===== config.mk =====
export PLATFORM = sky130hd
export DESIGN_NAME = servo_pose_sequencer
export DESIGN_NICKNAME = d
export VERILOG_FILES = /design/src/rtl/servo_pkg.sv /design/src/rtl/servo_frame_timer.sv /design/src/rtl/servo_pose_sequencer.sv
export SDC_FILE = /design/constraint.sdc
export NUM_CORES = 1
export LEC_CHECK = 0
export ABC_AREA = 0
export ABC_CLOCK_PERIOD_IN_PS = 3100
export CORE_ASPECT_RATIO = 1.5
export CORE_MARGIN = 2
export CORE_UTILIZATION = 35
export DETAILED_ROUTE_END_ITERATION = 12
export PLACE_DENSITY_LB_ADDON = 0.12
export SLEW_MARGIN = 25
export SYNTH_ARGS = -nofsm -noshare
export SYNTH_HDL_FRONTEND = slang
export SYNTH_HIERARCHICAL = 1
export SYNTH_SLANG_ARGS = --single-unit

===== constraint.sdc =====
create_clock -name clk -period 3.1 [get_ports clk]
set_input_delay 0.31 -clock clk [delete_from_list [all_inputs] [get_ports clk]]
set_output_delay 0.31 -clock clk [all_outputs]
set_load 0.02 [all_outputs]

===== src/rtl/servo_pkg.sv =====
// ---------------------------------------------------------------------------
// servo_pkg
//   Shared types and limits for the arm servo sequencer and its PWM
//   generators.
//   Contents:
//     NUM_CH, PW_W               channel count and pulse-width field width
//     PW_MIN, PW_MAX, PW_RESET   legal pulse range and neutral pulse width
//     pw_t, pose_t               one pulse width / one packed pose
//     seq_state_e                sequencer FSM states
//     clamp_pw()                 saturate a requested width into the legal range
// ---------------------------------------------------------------------------
package servo_pkg;

  localparam int NUM_CH = 5;
  localparam int PW_W   = 17;

  typedef logic [PW_W-1:0] pw_t;
  // Element [i] occupies bits [i*PW_W +: PW_W] of the flat port vectors.
  typedef pw_t [NUM_CH-1:0] pose_t;

  localparam pw_t PW_MIN   = 17'd50_000;
  localparam pw_t PW_MAX   = 17'd100_000;
  localparam pw_t PW_RESET = 17'd75_000;

  typedef enum logic {
    IDLE,
    RAMP
  } seq_state_e;

  // Saturate a requested width into [PW_MIN, PW_MAX] using unsigned compares.
  function automatic pw_t clamp_pw(input pw_t w);
    if (w < PW_MIN) begin
      return PW_MIN;
    end else if (w > PW_MAX) begin
      return PW_MAX;
    end
    return w;
  endfunction

endpackage


===== src/rtl/servo_frame_timer.sv =====
// ---------------------------------------------------------------------------
// servo_frame_timer
//   Free-running servo frame counter.  Counts 0..FRAME_CYC-1 and wraps, and
//   raises frame_tick for the single cycle in which the count is FRAME_CYC-1.
//   Shared by the pose sequencer and the PWM generators so that both agree on
//   where a frame ends.
//   Parameters:
//     FRAME_CYC   clock cycles per servo frame (>= 2)
//   Ports:
//     clk         in   clock, rising edge
//     rst_n       in   asynchronous active-low reset (count returns to 0)
//     frame_tick  out  one-cycle pulse in the last cycle of every frame
// ---------------------------------------------------------------------------
module servo_frame_timer #(
  parameter int FRAME_CYC = 1_000_000
) (
  input  logic clk,
  input  logic rst_n,
  output logic frame_tick
);

  localparam int CNT_W = (FRAME_CYC > 1) ? $clog2(FRAME_CYC) : 1;
  localparam logic [CNT_W-1:0] LAST = CNT_W'(FRAME_CYC - 1);

  logic [CNT_W-1:0] count;

  // Frame counter: wraps after the last cycle of the frame so every frame is
  // exactly FRAME_CYC cycles long.
  always_ff @(posedge clk or negedge rst_n) begin
    if (!rst_n) begin
      count <= '0;
    end else if (count == LAST) begin
      count <= '0;
    end else begin
      count <= count + 1'b1;
    end
  end

  // Decoded from the registered count, so the tick is glitch-free and sits
  // exactly in the final cycle of the frame.
  assign frame_tick = (count == LAST);

endmodule


===== src/rtl/servo_pose_sequencer.sv =====
// ---------------------------------------------------------------------------
// servo_pose_sequencer
//   Moves the arm servos from the current pose to a requested target pose.
//   A pose is taken on a valid/ready handshake, each channel is clamped to
//   [PW_MIN, PW_MAX], and the commanded widths then move toward the targets
//   once per servo frame.  pw_cur only changes in the cycle after frame_tick,
//   so the downstream PWM generators never see a mid-period change.
//
//   Build option SERVO_SLEW_EN:
//     defined   : each channel moves by at most STEP per frame.
//     undefined : the first frame_tick in RAMP jumps every channel straight to
//                 its target (STEP has no effect).
//
//   Parameters:
//     CLK_HZ, FRAME_HZ   clock and frame rates; FRAME_CYC = CLK_HZ/FRAME_HZ
//     STEP               largest per-frame change of one channel (slew build)
//   Ports:
//     clk          in   clock, rising edge
//     rst_n        in   asynchronous active-low reset
//     pose_valid   in   target pose offered
//     pose_ready   out  block can accept a pose (IDLE)
//     pose_target  in   requested widths, ch i = bits [i*PW_W +: PW_W]
//     frame_tick   out  one-cycle pulse at the end of each frame
//     pw_cur       out  current commanded widths, same packing
//     busy         out  ramp in progress
//     done         out  one-cycle pulse when every channel reached its target
//     clamp_err    out  one-cycle pulse when an accepted pose was clamped
// ---------------------------------------------------------------------------
module servo_pose_sequencer
  import servo_pkg::*;
#(
  parameter int CLK_HZ   = 50_000_000,
  parameter int FRAME_HZ = 50,
  parameter int STEP     = 500
) (
  input  logic                   clk,
  input  logic                   rst_n,
  input  logic                   pose_valid,
  output logic                   pose_ready,
  input  logic [NUM_CH*PW_W-1:0] pose_target,
  output logic                   frame_tick,
  output logic [NUM_CH*PW_W-1:0] pw_cur,
  output logic                   busy,
  output logic                   done,
  output logic                   clamp_err
);

  localparam int  FRAME_CYC = CLK_HZ / FRAME_HZ;
  localparam pw_t STEP_W    = pw_t'(STEP);

  seq_state_e state;
  pose_t      cur;
  pose_t      tgt;
  pose_t      req;
  pose_t      clamped;
  pose_t      next_cur;
  logic       any_clamp;
  logic       all_reached;
  logic       tick;

  assign req = pose_target;

  // One slew step of a single channel.  Both operands are already inside the
  // legal range, so the subtraction is taken in the direction that cannot
  // wrap and the result never overshoots the target.
  function automatic pw_t slew_step(input pw_t c, input pw_t t);
    pw_t r;
    r = c;
    if (t > c) begin
      if ((t - c) <= STEP_W) r = t;
      else                   r = c + STEP_W;
    end else if (c > t) begin
      if ((c - t) <= STEP_W) r = t;
      else                   r = c - STEP_W;
    end
    return r;
  endfunction

  servo_frame_timer #(
    .FRAME_CYC (FRAME_CYC)
  ) u_frame_timer (
    .clk        (clk),
    .rst_n      (rst_n),
    .frame_tick (tick)
  );

  // Per-channel combinational work: the clamped version of the offered pose,
  // whether any channel had to be clamped, the widths the next frame_tick
  // would produce, and whether that update lands every channel on target.
  always_comb begin
    clamped     = '0;
    next_cur    = '0;
    any_clamp   = 1'b0;
    all_reached = 1'b1;
    for (int i = 0; i < NUM_CH; i++) begin
      clamped[i] = clamp_pw(req[i]);
      if (clamped[i] != req[i]) any_clamp = 1'b1;
`ifdef SERVO_SLEW_EN
      next_cur[i] = slew_step(cur[i], tgt[i]);
`else
      next_cur[i] = tgt[i];
`endif
      if (next_cur[i] != tgt[i]) all_reached = 1'b0;
    end
  end

  // Sequencer FSM with registered outputs.  A handshake landing on a
  // frame_tick cycle is handled in IDLE, so that tick never moves pw_cur; the
  // first motion comes on the next tick seen in RAMP.  done and the return to
  // IDLE happen together, which lets a held pose be accepted in the very
  // cycle done is visible.
  always_ff @(posedge clk or negedge rst_n) begin
    if (!rst_n) begin
      state      <= IDLE;
      cur        <= {NUM_CH{PW_RESET}};
      tgt        <= {NUM_CH{PW_RESET}};
      pose_ready <= 1'b1;
      busy       <= 1'b0;
      done       <= 1'b0;
      clamp_err  <= 1'b0;
    end else begin
      done      <= 1'b0;
      clamp_err <= 1'b0;
      case (state)
        IDLE: begin
          if (pose_valid && pose_ready) begin
            tgt        <= clamped;
            clamp_err  <= any_clamp;
            state      <= RAMP;
            pose_ready <= 1'b0;
            busy       <= 1'b1;
          end
        end
        RAMP: begin
          if (tick) begin
            cur <= next_cur;
            if (all_reached) begin
              done       <= 1'b1;
              state      <= IDLE;
              pose_ready <= 1'b1;
              busy       <= 1'b0;
            end
          end
        end
        default: begin
          state <= IDLE;
        end
      endcase
    end
  end

  assign pw_cur     = cur;
  assign frame_tick = tick;

endmodule

; After elaboration in Yosys (flattened, before gate mapping)
; Cells that the tools add are included.
[totals]
reg_bits = 195
out_inout_bits = 90
[op_classes]
add_sub_neg = 1
order_cmp = 10
n_eq_ne = 8
mux = 44
n_bitwise = 1
n_reduce_logical = 4
[op_table]
columns = op, n
row1 = $mux 17, 15
row2 = $gt 17x17->1 const B, 5
row3 = $lt 17x16->1 const B, 5
row4 = $ne 17x17->1, 5
row5 = $mux 1, 25
row6 = $add 20x1->20 const B, 1
row7 = $eq 20x20->1 const B, 1
row8 = $mux 20, 1
row9 = $pmux 1 s2, 3
row10 = $reduce_and 2->1, 3
row11 = $ne 2x2->1 const B, 2
row12 = $logic_and 1x1->1, 1
row13 = $not 1->1, 1

; Logic depth before layout (Yosys ltp)
; Gate-level depths: netlist of the first run.
[depth]
word_depth = 12
depth_mapped = 8
ltp_nobuf = 6

; Cells and area by module
; The synthesis of the first run kept the hierarchy.
[modules_own_cells]
columns = module, instances, cells_each, area_per_inst_um2
row1 = servo_pose_sequencer, 1, 603, 7472.2
row2 = servo_frame_timer, 1, 97, 1046.0

; Worst setup path after synthesis of the first run
; No wires, ideal clock.
[synth_path]
path_kind = reg-to-reg
startpoint = reg u_frame_timer.count[6]
endpoint = reg cur (netlist bit pw_cur[68])
t_arrival_ps = 2440
path_slack_ps = 535
stages_incl_launch_ff = 8
synth_period_minus_slack_ps = 2565
path_cell_list = dfrtp_1 -> nor4b_1 -> nand3b_1 -> nor4_4 -> nand2_1 -> inv_1 -> clkbuf_1 -> mux2_2
[synth_via]
elab_chain_cells = 2
[synth_rtl]
columns = item, line_no
row1 = from (decl), servo_frame_timer.sv:25  ; logic [CNT_W-1:0] count;
row2 = from (signal assigned), servo_frame_timer.sv:35  ; count <= count + 1'b1;
row3 = $eq 20x20->1, servo_frame_timer.sv:41  ; assign frame_tick = (count == LAST);
row4 = via frame_tick, servo_pose_sequencer.sv:41  ; output logic frame_tick,
row5 = $reduce_and 2->1 (no source line), --
row6 = to (signal assigned), servo_pose_sequencer.sv:115  ; cur <= {NUM_CH{PW_RESET}};
row7 = to (signal assigned), servo_pose_sequencer.sv:136  ; cur <= next_cur;
row8 = to (decl), servo_pose_sequencer.sv:52  ; pose_t cur;
; The timed path passes the listed nets, and every way through them passes these cells.
; A chain may end at the register's enable or synchronous reset.

; Worst setup path after layout of the first run
[layout_path]
startpoint = reg u_frame_timer.count[6]
endpoint = out frame_tick
[layout_via]
elab_chain_cells = 1
[layout_rtl]
columns = item, line_no
row1 = $eq 20x20->1, servo_frame_timer.sv:41
row2 = to (decl), servo_pose_sequencer.sv:41
; Every way passes these cells.

==> impl_metrics.yaml, run 1 <==
status:
  outcome: "completed"
critical_path:
  cp.arrival_ns: 2.43
  path_class: "register to primary output"
  start_kind: "register"
  cp_max_fo: 5
  worstPathRequired_ns: 2.79
  endpoint_kind: "primary output"
synth:
  ys_ff_latch: 195
  async_flop_share: 1.00
  yosysWarningCount: 6
  synthCells: 700
  ys_seq_area_frac: 0.585
  syn-num-nets: 789
  synth-main-ff-cell: "dfrtp_1"
  synth_edf_count: 0
  synth_cell_type_count: 66
  syn_area_per_cell_sq_um: 12.2
  synth_area_sq_mm: 0.00852
route:
  vias_per_cell: 5.14
  drt_iter0_markers: 207
  vias: 6251
  ant_nets: 0
  drt_wl_total_mm: 22.6
  dr.pass1.iters: 7
  drc: 0
  post_drt_wl_per_cell_um: 18.6
cells_and_area:
  diodes: 0
  finish.instance_area_sq_mm: 0.0114
  drive_gt1_frac: 0.267
  nNetsFinal: 974
  fillerInstances: 2221
  syn2layout_area_growth_pct: 33.4
clock_network:
  cts_tree: "built"
  clkTransAtPathRegs_ns: 0.07
  cts_resized: 0
  clock_sinks: 195
  cts_buffers: 17
  cts_max_level: 4
  root_buffer: "clkbuf_16"
  clk_path_buf_depth: 2
  clkLatencyLatePin_ns: 0.44
floorplanning:
  rows: 69
  io_pins: 178
  initial_core_util: 0.357
  die_height_um: 195
  core-area_sq_mm: 0.0238
  chipWidth_um: 131
  dieArea_sq_mm: 0.0256
global_routing:
  grt_pass1_vias: 6645
  antenna_found_initial: 0
  overflow: 0
  track_usage: 0.180
  grt_max_degree: 100
  grt_pass1_wl_mm: 36.3
sta:
  period_share: 0.883
  skew_ns: 0.0123
  rsz0062_at_grt: "no"
  hold_viol_final: 0
  fmax_ghz: 0.365
  worst_pin_slew_ns: 0.814
  relSlewSlack: 0.458
  drv_slew: 0
  finalCriticalPeriod_ns: 2.74
  setup_viol: 0
  tns_ns: 0
placement:
  gp_congestion: 0.902
  dp_hpwl_mm: 16.1
  io_buffers: 177
  dpl_cell_area_sq_mm: 0.0107
pwr:
  power.leakage_nw: 4.79
  max-vdd-ir-drop_mv: 0.381
  pwr_density_cell_mw_per_mm2: 451
hold_path:
  hold_path_class: "register to register"
flow_run:
  drv_cap: 0
==> worst max-delay path: stages, from the launching register on <==
cell and delay (ns):
dfrtp_1 0.45, nor4b_1 0.32, nand3b_1 0.16, nor4_4 0.25
buf_4 0.21, clkdlybuf4s50_1 0.61
==> layout by cell type (no fill, tap or decap), types with 21 or more instances in the layout <==
master	count
clkdlybuf4s50_1	176
mux2_2	85
dfstp_2	81
o31ai_1	26
o21ai_0	21
dfrtp_1	114
a22o_1	36
nor2_1	52
nand2_1	65
==> through the flow <==
stage	std cells	utilization	power [mW]	setup slack [ns]	hold slack, ns
floorplan	700	-	2.68	0.535	0.0144
global placement	1183	0.451	2.92	0.541	0.447
detailed placement	1183	0.451	2.92	0.508	0.448
CTS	1216	0.477	5.21	0.101	0.454
global route	1217	0.477	5.33	0.215	0.483
finish	1217	0.477	5.12	0.362	0.457
==> Yosys cell counts, types with 2 or more instances <==
| cell | count | area share |
|---|---|---|
| and3_1 | 5 | 0.0037 |
| mux2i_1 | 3 | 0.0035 |
| nand4_1 | 4 | 0.0029 |
| nor2_4 | 2 | 0.0026 |
| a22oi_1 | 2 | 0.0018 |
| nand3b_1 | 5 | 0.0044 |
| o211ai_1 | 4 | 0.0035 |
| nor3_1 | 9 | 0.0053 |
| nor2_2 | 3 | 0.0022 |
| nor4_2 | 3 | 0.0044 |
| mux2_2 | 85 | 0.11 |
| a21oi_1 | 20 | 0.012 |
| xor2_1 | 6 | 0.0062 |
| nand4_4 | 2 | 0.0050 |
| nand2_1 | 66 | 0.029 |
| and2_1 | 2 | 0.0015 |
| o21a_1 | 6 | 0.0053 |
| nor2b_1 | 8 | 0.0059 |
| a31oi_1 | 8 | 0.0059 |
| clkbuf_1 | 24 | 0.011 |
| o311a_1 | 2 | 0.0024 |
| o31ai_1 | 26 | 0.023 |
| nand3_1 | 13 | 0.0076 |
| nor3b_1 | 2 | 0.0018 |
| nor3_2 | 2 | 0.0024 |
| o21ai_0 | 21 | 0.012 |
| and3b_1 | 2 | 0.0021 |
| or3_1 | 4 | 0.0029 |
| dfstp_2 | 81 | 0.25 |
| and4_1 | 2 | 0.0021 |
| buf_2 | 2 | 0.0012 |
| xnor2_1 | 8 | 0.0082 |
| nor4_1 | 8 | 0.0059 |
| or4_4 | 2 | 0.0026 |
| nor4b_1 | 5 | 0.0051 |
| nor2_1 | 52 | 0.023 |
| inv_1 | 20 | 0.0088 |
| or4_1 | 3 | 0.0026 |
| a22o_1 | 36 | 0.037 |
| dfrtp_1 | 114 | 0.33 |
| a21o_1 | 3 | 0.0026 |
==> registers in the layout (all words and copies together) (netlist names) <==
register / flops
clamp_err: 1
u_frame_timer/count: 20
pose_ready: 1
busy: 1
done: 1
state: 1
next_cur: 85
pw_cur: 85
==> timing repair <==
action / 4_1_cts / 5_1_grt
hold endpoints to repair: 2 / 0
endpoints found under the setup margin: 0 / 1
hold buffers: 1 / 0
buffers inserted: 0 / 1
==> cell type report <==
type	count	area [sq um]	share of cell area
Clock buffer	22	474	0.0417
Tap cell	319	399	0.0351
Sequential cell	195	4980	0.438
Timing Repair Buffer	193	1940	0.170
Clock inverter	10	125	0.0110
Multi-Input combinational cell	458	3370	0.297
Inverter	20	75.1	0.00661
==> layer usage <==
metal  GRT usage  vias to the layer above  wire length (um)
li1            -                     2906                 -
met1       0.207                     3152              9020
met2       0.325                      166             12000
met3      0.0467                       27              1120
met4      0.0620                        0               494
met5           0                        -                 0
==> logic make-up (layout without fill, tap and decap cells) <==
group           after synthesis  after routing  synth area share
mux                          88             88             0.116
fa+ha+maj                     1              1           0.00147
simple gates                214            214             0.139
buf+inv                      47            245            0.0214
xor+xnor                     14             14            0.0144
compound gates              141            141             0.123
flops                       195            195             0.585
==> worst paths after layout <==
| path | end | slack, ns | from | depth (start not counted) |
|---|---|---|---|---|
| max in group asynchronous | next_cur[16] | 1.72 | rst_n | 3 |
| min reg2reg | next_cur[84] | 0.46 | next_cur[84] | 2 |
| min in group asynchronous | pw_cur[52] | 0.52 | rst_n | 2 |
| max reg2reg | pw_cur[70] | 0.80 | u_frame_timer/count[6] | 8 |
| max | frame_tick | 0.36 | u_frame_timer/count[6] | 5 |
| min | next_cur[84] | 0.46 | next_cur[84] | 2 |
==> power by group <==
part           switching, mW  leakage (nW)  internal (mW)  total, mW
Clock                  0.986         0.291           1.26       2.25
Combinational          0.176          2.09          0.150      0.326
Sequential                 0          2.41           2.55       2.55
Note: power is estimated with default switching activity, not from simulation.
==> inputs of run 2 (changes only) <==
--- a/config.mk
+++ b/config.mk
@@ -8,11 +8,10 @@
 export ABC_AREA = 0
 export ABC_CLOCK_PERIOD_IN_PS = 3100
 export CORE_ASPECT_RATIO = 1.5
-export CORE_MARGIN = 2
 export CORE_UTILIZATION = 35
 export DETAILED_ROUTE_END_ITERATION = 12
-export PLACE_DENSITY_LB_ADDON = 0.12
-export SLEW_MARGIN = 25
+export PLACE_DENSITY = 0.63
+export SLEW_MARGIN = 20
 export SYNTH_ARGS = -nofsm -noshare
 export SYNTH_HDL_FRONTEND = slang
 export SYNTH_HIERARCHICAL = 1
==> run 2 against run 1 <==
  * Register-to-register slack improved by 0.08 ns
  * Largest cell class unchanged
  * Wire length down 5.7%
  * Critical path depth down 1
  * Critical endpoint unchanged
  * First-iteration DRC count is 36% higher
  * Highest routed layer unchanged
==> impl_metrics.yaml, run 2 (synthesis results as in run 1) <==
pwr:
  power.leakage_nw: 4.79
  max-vdd-ir-drop_mv: 0.357
  pwr_density_cell_mw_per_mm2: 457
floorplanning:
  core-area_sq_mm: 0.0238
  rows: 69
  chipWidth_um: 129
  initial_core_util: 0.357
  die_height_um: 193
  dieArea_sq_mm: 0.0250
  io_pins: 178
global_routing:
  grt_pass1_wl_mm: 33.5
  grt_pass1_vias: 6337
  antenna_found_initial: 0
  track_usage: 0.176
  grt_max_degree: 78
  overflow: 0
route:
  post_drt_wl_per_cell_um: 17.5
  drc: 0
  vias_per_cell: 5.07
  vias: 6170
  ant_nets: 0
  highest_layer: "met4"
  wl_met2_mm: 11.5
  drt_wl_total_mm: 21.3
  dr.pass1.iters: 6
  wl_met3_um: 895
  wl_met1_mm: 8.46
  drt_iter0_markers: 282
placement:
  pre_cts_ws_ns: 0.440
  io_buffers: 177
  dp_hpwl_mm: 15.3
  dpl_cell_area_sq_mm: 0.0108
  gp_congestion: 0.843
cells_and_area:
  postLayoutCoreUtil: 0.478
  layout_commonest_cell: "clkdlybuf4s50_1"
  drive_gt1_frac: 0.269
  finish.instance_area_sq_mm: 0.0114
  nNetsFinal: 974
  mostFrequentLayoutCells: "176 x clkdlybuf4s50_1, 114 x dfrtp_1, 85 x mux2_2, 81 x dfstp_2, 65 x nand2_1"
  diodes: 0
  syn2layout_area_growth_pct: 33.7
sta:
  skew_ns: 0.00742
  tns_ns: 0
  period_share: 0.879
  relSlewSlack: 0.431
  finalCriticalPeriod_ns: 2.73
  drv_slew: 0
  hold_viol_final: 0
  hold-worst-slack_ns: 0.433
  rsz0062_at_grt: "no"
  worst_pin_slew_ns: 0.848
  setup_viol: 0
  finalWorstSetupSlack_ns: 0.374
  fmax_ghz: 0.367
critical_path:
  r2r_start: "u_frame_timer/count[6]"
  worstPathRequired_ns: 2.79
  path_class: "register to primary output"
  cp_max_fo: 5
  crit_end: "frame_tick"
  endpoint_kind: "primary output"
  crit_path_start: "u_frame_timer/count[6]"
  reg2reg_slack_ns: 0.88
  start_kind: "register"
  r2r_cells: 7
  rr_endpoint: "pw_cur[80]"
  cp.arrival_ns: 2.42
clock_network:
  clk_path_buf_depth: 2
  clock_sinks: 195
  cts_tree: "built"
  root_buffer: "clkbuf_16"
  clkTransAtPathRegs_ns: 0.07
  clkLatencyLatePin_ns: 0.43
  cts_setup_buffers: 0
  cts_buffers: 17
  cts_max_level: 4
status:
  outcome: "completed"
hold_path:
  hold_path_class: "primary input to asynchronous set/reset pin"
flow_run:
  drv_cap: 0
## run 2: power breakdown
group | switching, mW | internal, mW
Clock | 1.04 | 1.30
Sequential | 0 | 2.55
Combinational | 0.172 | 0.150
Total | 1.21 | 3.99
## run 2: through the flow
| stage | total power, mW | cells |
|---|---|---|
| after floorplan | 2.68 | 700 |
| after global placement | 2.92 | 1184 |
| after detailed placement | 2.92 | 1184 |
| after CTS | 5.29 | 1217 |
| after global routing | 5.40 | 1217 |
| final | 5.21 | 1217 |
## run 2: worst max-delay path, cell delays in order (launching register included)
cell and delay [ns]:
dfrtp_1 0.45, nor4b_1 0.36, nand3b_1 0.16, nor4_4 0.33, clkdlybuf4s50_1 0.69
## run 2: worst min-delay path by stage
| stage | from | end | cells past startpoint |
|---|---|---|---|
| after detailed placement | rst_n | pw_cur[63] | 1 |
| after CTS | rst_n | u_frame_timer/count[8] | 2 |
| after global routing | rst_n | pw_cur[63] | 2 |
| after floorplan | rst_n | busy | 0 |
| final | rst_n | pw_cur[36] | 2 |
| after global placement | rst_n | pw_cur[63] | 1 |
## run 2: layout make-up
type,instances,area (sq um)
inverter,20,75.1
multi-input combinational,458,3370
clock buffer,17,425
clock inverter,15,199
sequential,195,4980
fill,2204,12400
timing repair buffer,193,1940
tap,319,399
## run 2: per-layer routing
metal	vias up	GRT usage
li1	2912	-
met1	3086	0.199
met2	144	0.321
met3	28	0.0373
met4	0	0.0710
met5	-	0
## run 2: timing repair
action / in CTS / in global routing
hold buffers: 1 / 0
setup endpoints to repair: 0 / 0
endpoints found under the hold margin: 28 / 0
gates resized for setup: 0 / 0
==> inputs of run 3 (changes only) <==
--- a/config.mk
+++ b/config.mk
@@ -8,9 +8,10 @@
 export ABC_AREA = 0
 export ABC_CLOCK_PERIOD_IN_PS = 3100
 export CORE_ASPECT_RATIO = 1.5
-export CORE_UTILIZATION = 35
+export CORE_UTILIZATION = 51
+export CTS_CLUSTER_DIAMETER = 80
 export DETAILED_ROUTE_END_ITERATION = 12
-export PLACE_DENSITY = 0.63
+export PLACE_DENSITY = 0.85
 export SLEW_MARGIN = 20
 export SYNTH_ARGS = -nofsm -noshare
 export SYNTH_HDL_FRONTEND = slang
==> run 3 against run 2 <==
  * Global-route usage increased by 7.1 points
  * Cell count shrank 9.1%
  * Core utilization increased by 21 points
  * Clock power decreased by 8.5%
  * First-iteration DRC count rose by 22%
  * Wire length fell by 5.9%
  * Critical path type unchanged
==> impl_metrics.yaml, run 3 (synthesis results as in run 1) <==
global_routing:
  grt_max_degree: 76
  overflow: 0
  track_usage: 0.248
  grt_pass1_wl_mm: 32.8
  met2_usage: 0.432
  use_met1: 0.288
  antenna_found_initial: 0
  met3_usage: 0.0559
  grt_pass1_vias: 6554
  globalRoute.busiestLayer: "met2"
cells_and_area:
  nNetsFinal: 976
  mostFrequentLayoutCells: "176 x clkdlybuf4s50_1, 114 x dfrtp_1, 85 x mux2_2, 81 x dfstp_2, 65 x nand2_1"
  layout_commonest_cell: "clkdlybuf4s50_1"
  regArea_sq_mm: 0.00498
  multi_input_area_sq_mm: 0.00337
  fillerInstances: 1203
  syn2layout_area_growth_pct: 31.4
  drive_gt1_frac: 0.271
  diodes: 0
  postLayoutCoreUtil: 0.689
critical_path:
  cp_max_fo: 5
  start_kind: "register"
  cp_num_cells: 4
  path_class: "register to primary output"
  cp.arrival_ns: 2.40
  worstPathRequired_ns: 2.79
  max_stage_delay_ns: 0.69
  crit_family: "buffers and inverters"
  endpoint_kind: "primary output"
  slowest_stage: "clkdlybuf4s50_1"
  crit_buf_inv: 1
  r2r_cells: 7
  worstPathCellList: "ha_1 > nand3_1 > nor4_4 > clkdlybuf4s50_1"
sta:
  hold-worst-slack_ns: 0.391
  relSlewSlack: 0.497
  period_share: 0.875
  skew_ns: 0.0134
  hold_viol_final: 0
  worst_pin_slew_ns: 0.755
  finalWorstSetupSlack_ns: 0.386
  fmax_ghz: 0.368
  setup_viol: 0
  finalCriticalPeriod_ns: 2.71
  rsz0062_at_grt: "no"
  drv_slew: 0
  tns_ns: 0
clock_network:
  cts_resized: 0
  root_buffer: "clkbuf_16"
  clock_sinks: 195
  clkTransAtPathRegs_ns: 0.07
  clk_path_buf_depth: 2
  cts_tree: "built"
  cts_setup_buffers: 0
  clkLatencyLatePin_ns: 0.44
  cts_max_level: 4
  cts_buffers: 17
route:
  ant_nets: 0
  post_drt_wl_per_cell_um: 18.1
  drt_iter0_markers: 345
  drc: 0
  dr.pass1.iters: 5
  vias: 6303
  vias_per_cell: 5.70
  drt_wl_total_mm: 20.1
status:
  outcome: "completed"
floorplanning:
  core-area_sq_mm: 0.0163
  die_height_um: 160
  io_pins: 178
  chipWidth_um: 108
  dieArea_sq_mm: 0.0172
  initial_core_util: 0.524
  rows: 57
pwr:
  power.leakage_nw: 4.78
  pwr_density_cell_mw_per_mm2: 447
  max-vdd-ir-drop_mv: 0.312
hold_path:
  hold_path_class: "primary input to asynchronous set/reset pin"
placement:
  pre_cts_ws_ns: 0.419
  gp_congestion: 0.923
  io_buffers: 177
  dp_hpwl_mm: 14.6
flow_run:
  drv_cap: 0
-- run 3: cell count changes in the layout (fill, tap and decap cells not counted), sizes merged --
cell / change
bufinv: -2
buf: +2
clkinv: +5
clkinvlp: -3
-- run 3: metrics by stage --
step | std cells | area [sq um] | total power [mW]
detailed placement | 1073 | 10600 | 2.91
CTS | 1106 | 11200 | 5.06
floorplan | 700 | 8520 | 2.68
global route | 1106 | 11200 | 5.17
global placement | 1073 | 10600 | 2.91
finish | 1106 | 11200 | 5.00
-- run 3: area by class of cell --
cell class / instances / share of cell area
Clock buffer: 17 / 0.0380
Sequential cell: 195 / 0.445
Inverter: 20 / 0.00670
Tap cell: 206 / 0.0230
Timing Repair Buffer: 195 / 0.173
Multi-Input combinational cell: 458 / 0.301
Clock inverter: 15 / 0.0134
-- run 3: final timing paths --
check,start,end,slack (ns)
max in group asynchronous,rst_n,pw_cur[73],1.86
min in group clk,next_cur[16],next_cur[16],0.46
hold / removal,rst_n,next_cur[66],0.39
hold reg to reg,next_cur[16],next_cur[16],0.46
setup / recovery,u_frame_timer/count[0],frame_tick,0.39
setup reg to reg,u_frame_timer/count[0],pw_cur[76],0.77
-- run 3: repair_timing --
item                                   4_1_cts  5_1_grt
setup endpoints to repair                    0        0
endpoints found under the hold margin       35        0
hold buffers                                 1        0
-- run 3: power breakdown --
part / total (mW) / internal, mW / switching, mW
logic: 0.316 / 0.149 / 0.167
clock network: 2.14 / 1.13 / 1.01
registers: 2.55 / 2.55 / 0
-- run 3: routing by layer --
metal	vias up	part of all wire
met2	192	0.53
met3	37	0.049
met1	3147	0.39
li1	2927	-
met5	-	0
met4	0	0.030
